### src/rtl/updown_count_monitor.sv
// updown_count_monitor
//   Receive-side monitor for an up/down counter's output bus. Samples the
//   count code, recovers the counting direction (0 = up, 1 = down), and
//   flags wrap-around, direction reversals and illegal jumps. It also keeps
//   a saturating run length and a saturating error count.
//
// Ports
//   clk      rising-edge clock
//   clr      asynchronous active-high reset
//   valid    d carries a sample this cycle
//   d        observed count code
//   dir      recovered direction (0 = up, 1 = down)
//   locked   high while tracking a direction
//   step     pulse: last accepted sample was a legal +1/-1 step
//   wrap     pulse: that step wrapped (max->0 up, 0->max down)
//   dir_chg  pulse: tracked direction reversed
//   err      pulse: illegal transition
//   run_len  consecutive legal steps in the current direction (saturating)
//   err_cnt  total illegal transitions (saturating)
module updown_count_monitor #(
  parameter int WIDTH = 3,
  parameter int RUN_W = 8,
  parameter int ERR_W = 4
) (
  input  logic             clk,
  input  logic             clr,
  input  logic             valid,
  input  logic [WIDTH-1:0] d,
  output logic             dir,
  output logic             locked,
  output logic             step,
  output logic             wrap,
  output logic             dir_chg,
  output logic             err,
  output logic [RUN_W-1:0] run_len,
  output logic [ERR_W-1:0] err_cnt
);

  typedef enum logic [1:0] {EMPTY, ACQ, TRK_UP, TRK_DN} state_t;
  typedef enum logic [1:0] {C_HOLD, C_UP, C_DN, C_ILL} cls_t;

  state_t           state;
  cls_t             cls;
  logic [WIDTH-1:0] prev;
  logic [WIDTH-1:0] delta;
  logic             wrap_hit;
  logic [RUN_W-1:0] run_inc;
  logic [ERR_W-1:0] err_inc;

  // Classify the sample by its modular distance from the previous one.
  always_comb begin
    delta = d - prev;
    cls   = C_ILL;
    if (delta == WIDTH'(1))      cls = C_UP;
    else if (delta == '1)        cls = C_DN;
    else if (delta == '0)        cls = C_HOLD;
    // For a legal step the wrap condition depends on prev alone.
    wrap_hit = ((cls == C_UP) && (prev == '1)) ||
               ((cls == C_DN) && (prev == '0));
    run_inc  = (run_len == '1) ? run_len : run_len + RUN_W'(1);
    err_inc  = (err_cnt == '1) ? err_cnt : err_cnt + ERR_W'(1);
  end

  always_ff @(posedge clk or posedge clr) begin
    if (clr) begin
      state   <= EMPTY;
      prev    <= '0;
      dir     <= 1'b0;
      locked  <= 1'b0;
      step    <= 1'b0;
      wrap    <= 1'b0;
      dir_chg <= 1'b0;
      err     <= 1'b0;
      run_len <= '0;
      err_cnt <= '0;
    end else begin
      step    <= 1'b0;
      wrap    <= 1'b0;
      dir_chg <= 1'b0;
      err     <= 1'b0;
      if (valid) begin
        prev <= d;
        case (state)
          EMPTY: state <= ACQ;
          ACQ: begin
            case (cls)
              C_UP: begin
                state   <= TRK_UP;
                locked  <= 1'b1;
                dir     <= 1'b0;
                run_len <= RUN_W'(1);
                step    <= 1'b1;
                wrap    <= wrap_hit;
              end
              C_DN: begin
                state   <= TRK_DN;
                locked  <= 1'b1;
                dir     <= 1'b1;
                run_len <= RUN_W'(1);
                step    <= 1'b1;
                wrap    <= wrap_hit;
              end
              C_ILL: begin
                err     <= 1'b1;
                err_cnt <= err_inc;
              end
              C_HOLD: ;
            endcase
          end
          TRK_UP: begin
            case (cls)
              C_UP: begin
                run_len <= run_inc;
                step    <= 1'b1;
                wrap    <= wrap_hit;
              end
              C_DN: begin
                state   <= TRK_DN;
                dir     <= 1'b1;
                dir_chg <= 1'b1;
                run_len <= RUN_W'(1);
                step    <= 1'b1;
                wrap    <= wrap_hit;
              end
              C_ILL: begin
                state   <= ACQ;
                locked  <= 1'b0;
                err     <= 1'b1;
                err_cnt <= err_inc;
                run_len <= '0;
              end
              C_HOLD: ;
            endcase
          end
          TRK_DN: begin
            case (cls)
              C_DN: begin
                run_len <= run_inc;
                step    <= 1'b1;
                wrap    <= wrap_hit;
              end
              C_UP: begin
                state   <= TRK_UP;
                dir     <= 1'b0;
                dir_chg <= 1'b1;
                run_len <= RUN_W'(1);
                step    <= 1'b1;
                wrap    <= wrap_hit;
              end
              C_ILL: begin
                state   <= ACQ;
                locked  <= 1'b0;
                err     <= 1'b1;
                err_cnt <= err_inc;
                run_len <= '0;
              end
              C_HOLD: ;
            endcase
          end
        endcase
      end
    end
  end

endmodule

### config.mk
export PLATFORM = sky130hd
export DESIGN_NAME = updown_count_monitor
export DESIGN_NICKNAME = d
export VERILOG_FILES = /design/src/rtl/updown_count_monitor.sv
export SDC_FILE = /design/constraint.sdc
export NUM_CORES = 1
export LEC_CHECK = 0
export BUFFER_PORTS_ARGS = -buffer_cell sky130_fd_sc_hd__buf_4
export CAP_MARGIN = 20
export CORE_AREA = 3 3 64 66
export DETAILED_ROUTE_END_ITERATION = 6
export DIE_AREA = 0 0 67 69
export PLACE_DENSITY = 0.66
export SLEW_MARGIN = 40
export SYNTH_ARGS = -nofsm -noshare
export SYNTH_HDL_FRONTEND = slang
export SYNTH_SLANG_ARGS = --single-unit
### constraint.sdc
create_clock -name clk -period 7.15 [get_ports clk]
set_input_delay 0.3575 -clock clk [delete_from_list [all_inputs] [get_ports clk]]
set_output_delay 0.3575 -clock clk [all_outputs]
set_load 0.05 [all_outputs]
==> results.md <==
- Detailed-route via count: 1143
- Required time worst endpoint: 7350 ps
- Gpl congestion: between 0.9 and 1
- Hold Crit Class: input pin to async pin
- Total Wirelength: 3040 um
- CORE AREA: around 3600 um^2
- Post-synthesis compound-gate area fraction: 15.0%
- Synth Area per Inst: 9.90 um^2
- CP Capture Type: flip-flop
- WP data arrival: 3110 ps
- Die H: 69 um
- Vias in the first global route: 1183
- Maximum vdd ir drop: 0.000185 V
- Max cap viols: 0
- PD cells: about 360 nW/um^2
- Die area: between 4000 and 5000 um^2
- Post-Synthesis Net Count: ~150
- CP max stage delay: 500 ps
- Fin cells: 210
- Placed Area: 1610 um^2
- Num Clock Sinks: 23
- R2R setup slack: between 4000 and 5000 ps
- Total grt overflow: 0
- Synth unique cells: 44
- Synth Cell Area: 1410 um^2
- Synthesis Warnings: 0
- Worst setup SP type: flip-flop
- Mux cell area share after synthesis: 6.94%
- Nets: 173
- RSZ-0062 raised after global routing: no
- P&R area growth vs syn: 17.7%
- Drt first pass iters: 4
- Initial antenna violation count: 0
- Post-CTS Repair Setup Buffers: 0
- Hpwl dp: 2280 um
- CTS tree: done
- Clock Path Buffers: 2
- Yosys top cell by area: dfrtp_1
- Top-area cell type share of the netlist area: 40.9%
- CP Class: flip-flop to flip-flop
- Clock buffer count from CTS: 3
- Fmax: 343 MHz
- CP Buf/Inv Count: 0
- CTS H-tree lvls: 1
- Most frequent cells in the layout: 23 x dfrtp_1, 23 x buf_4, 14 x nor2_1
- DR DRC count: 0
- DRT iter0 DRCs: 39
- Finished Cell Area: ~1700 um^2
- CTS Root Buffer Type: clkbuf_8
- Cts hold-fix bufs: 0
- Setup Skew: about 1.4 ps
- Layout cell share with drive strength beyond 1: 24.7%
- Reg2reg start: prev[0]
- CP top delay family: simple AND/OR/NAND/NOR gates
- Synth Area in XOR/XNOR: 5.34%
- Vias/cell: approximately 5.4
- Clock Pin Slew Worst Setup and Hold Paths: about 80 ps
- Rel. slew slack: 47.1%
- Finish-stage setup viols: 0
- Post-synth EDFFs: 0
- Main combinational cell family by area after synthesis: simple AND/OR/NAND/NOR gates
- Initial core utilization: 38.7%
- IO Pins: 24
- First-pass GRT wire length: 5470 um
- Gr usage total: between 10% and 20%
- Leak Pwr: 0.687 nW
- Post-Synth Simple-Gate Area: 24.3%
- Die Wd: 67 um
- Status: finished clean
- Critical Path, Cell by Cell: ha_1, fa_1, xnor3_1, nor3b_1, or3_4, or4_4, a21oi_2
- Async set-reset flop share out of synthesis: 100%
- Clk_lat worst skew: 260 ps
- PortBufs: 23
- Min cycle time layout: 2910 ps
- Reg2Reg Capture Point: run_len[5]
- Post-CTS resize count: 0
- Slew of the pin with the lowest slew margin: 792 ps
- Synth Register Bits: 23
- Slowest CP cell: xnor3_1
- TNS Setup: 0 ps
- Hold Vio Cnt, Final: 0
- Antenna-violating nets left: 0
- Worst-path maximum fanout: 13
- Site Rows: 22
- Drt wl/cell: ~14 um
- Slew Viols, Final: 0
- Placed cell count: 206
- Seq/Total Area, Yosys: 40.9%
- Synth Instances: around 140
- Final period util: 40.8%
- Synth Area in Adders: 4.09%
- Ant diodes: 0
- Largest cells by area after synthesis: dfrtp_1 41%, mux2_2 4.8%, nor2_1 3.7%
- Top FF cell, synth: dfrtp_1
- R2R cell count: 7
- Pin count of the biggest net entering global routing: 24
## Yosys cell counts, types with 2 or more instances
| library cell | instances |
|---|---|
| inv_1 | 5 |
| nand3_1 | 7 |
| xnor2_1 | 6 |
| a21oi_1 | 7 |
| o31ai_1 | 2 |
| nor3b_1 | 3 |
| mux2i_1 | 3 |
| nor4b_1 | 3 |
| dfrtp_1 | 23 |
| o21ai_0 | 5 |
| ha_1 | 3 |
| nand4_1 | 4 |
| nand2b_1 | 4 |
| nor2_1 | 14 |
| nor2b_1 | 3 |
| mux2_2 | 6 |
| clkbuf_1 | 5 |
| nand2_1 | 7 |
| or4_1 | 2 |
| nor4_1 | 4 |
| buf_2 | 2 |
| nor3_1 | 2 |
## worst max-delay path by stage
stage	start	end	depth (start not counted)
final	prev[0]	run_len[5]	7
after global routing	prev[0]	run_len[5]	7
after CTS	prev[0]	run_len[5]	7
after detailed placement	d[0]	run_len[5]	9
after global placement	d[0]	run_len[5]	9
after floorplan	d[0]	run_len[5]	8
## through the flow
stage	power, W	setup WS (ps)	hold slack [ps]	utilization [%]
floorplan	0.000432	4550	359	-
global placement	0.000504	4260	505	44.3
detailed placement	0.000513	4170	429	44.3
CTS	0.000597	4240	134	45.6
global route	0.000635	4120	149	45.6
finish	0.000592	4240	107	45.6
## cell type report
type / count / area [um^2]
clock buffers: 4 / 45.0
fillers: 373 / 1980
inverters: 5 / 18.8
multi-input cells: 107 / 783
flip-flops and latches: 23 / 576
well taps: 48 / 60.1
repair buffers: 23 / 173
## flip-flops by register name (all words and copies together) (netlist names)
| name | cells |
|---|---|
| step | 1 |
| wrap | 1 |
| err | 1 |
| state | 2 |
| run_len | 8 |
| dir_chg | 1 |
| err_cnt | 4 |
| prev | 3 |
| dir | 1 |
| locked | 1 |
## routing by layer
metal | wire, um | vias to the layer above | global-route usage (%)
met5 | 0 | - | 0
met4 | 59 | 0 | 6.08
met3 | 75 | 5 | 1.95
met2 | 1520 | 19 | 24.1
met1 | 1380 | 556 | 19.6
li1 | - | 563 | -
## power breakdown
| group | internal, W | switching, W | total, W |
|---|---|---|---|
| Sequential | 0.000162 | 0.0000452 | 0.000207 |
| Combinational | 0.000108 | 0.000193 | 0.000302 |
| Clock | 0.0000398 | 0.0000427 | 0.0000826 |
| Total | 0.000310 | 0.000281 | 0.000592 |
## kinds of logic (layout without fill, tap and decap cells)
logic type      count (synthesis)  count (layout)
compound gates                 27              27
xor+xnor                        7               7
fa+ha+maj                       4               4
buf+inv                        12              32
flops                          23              23
mux                             9               9
simple gates                   60              60
Note: power is estimated with default switching activity, not from simulation.
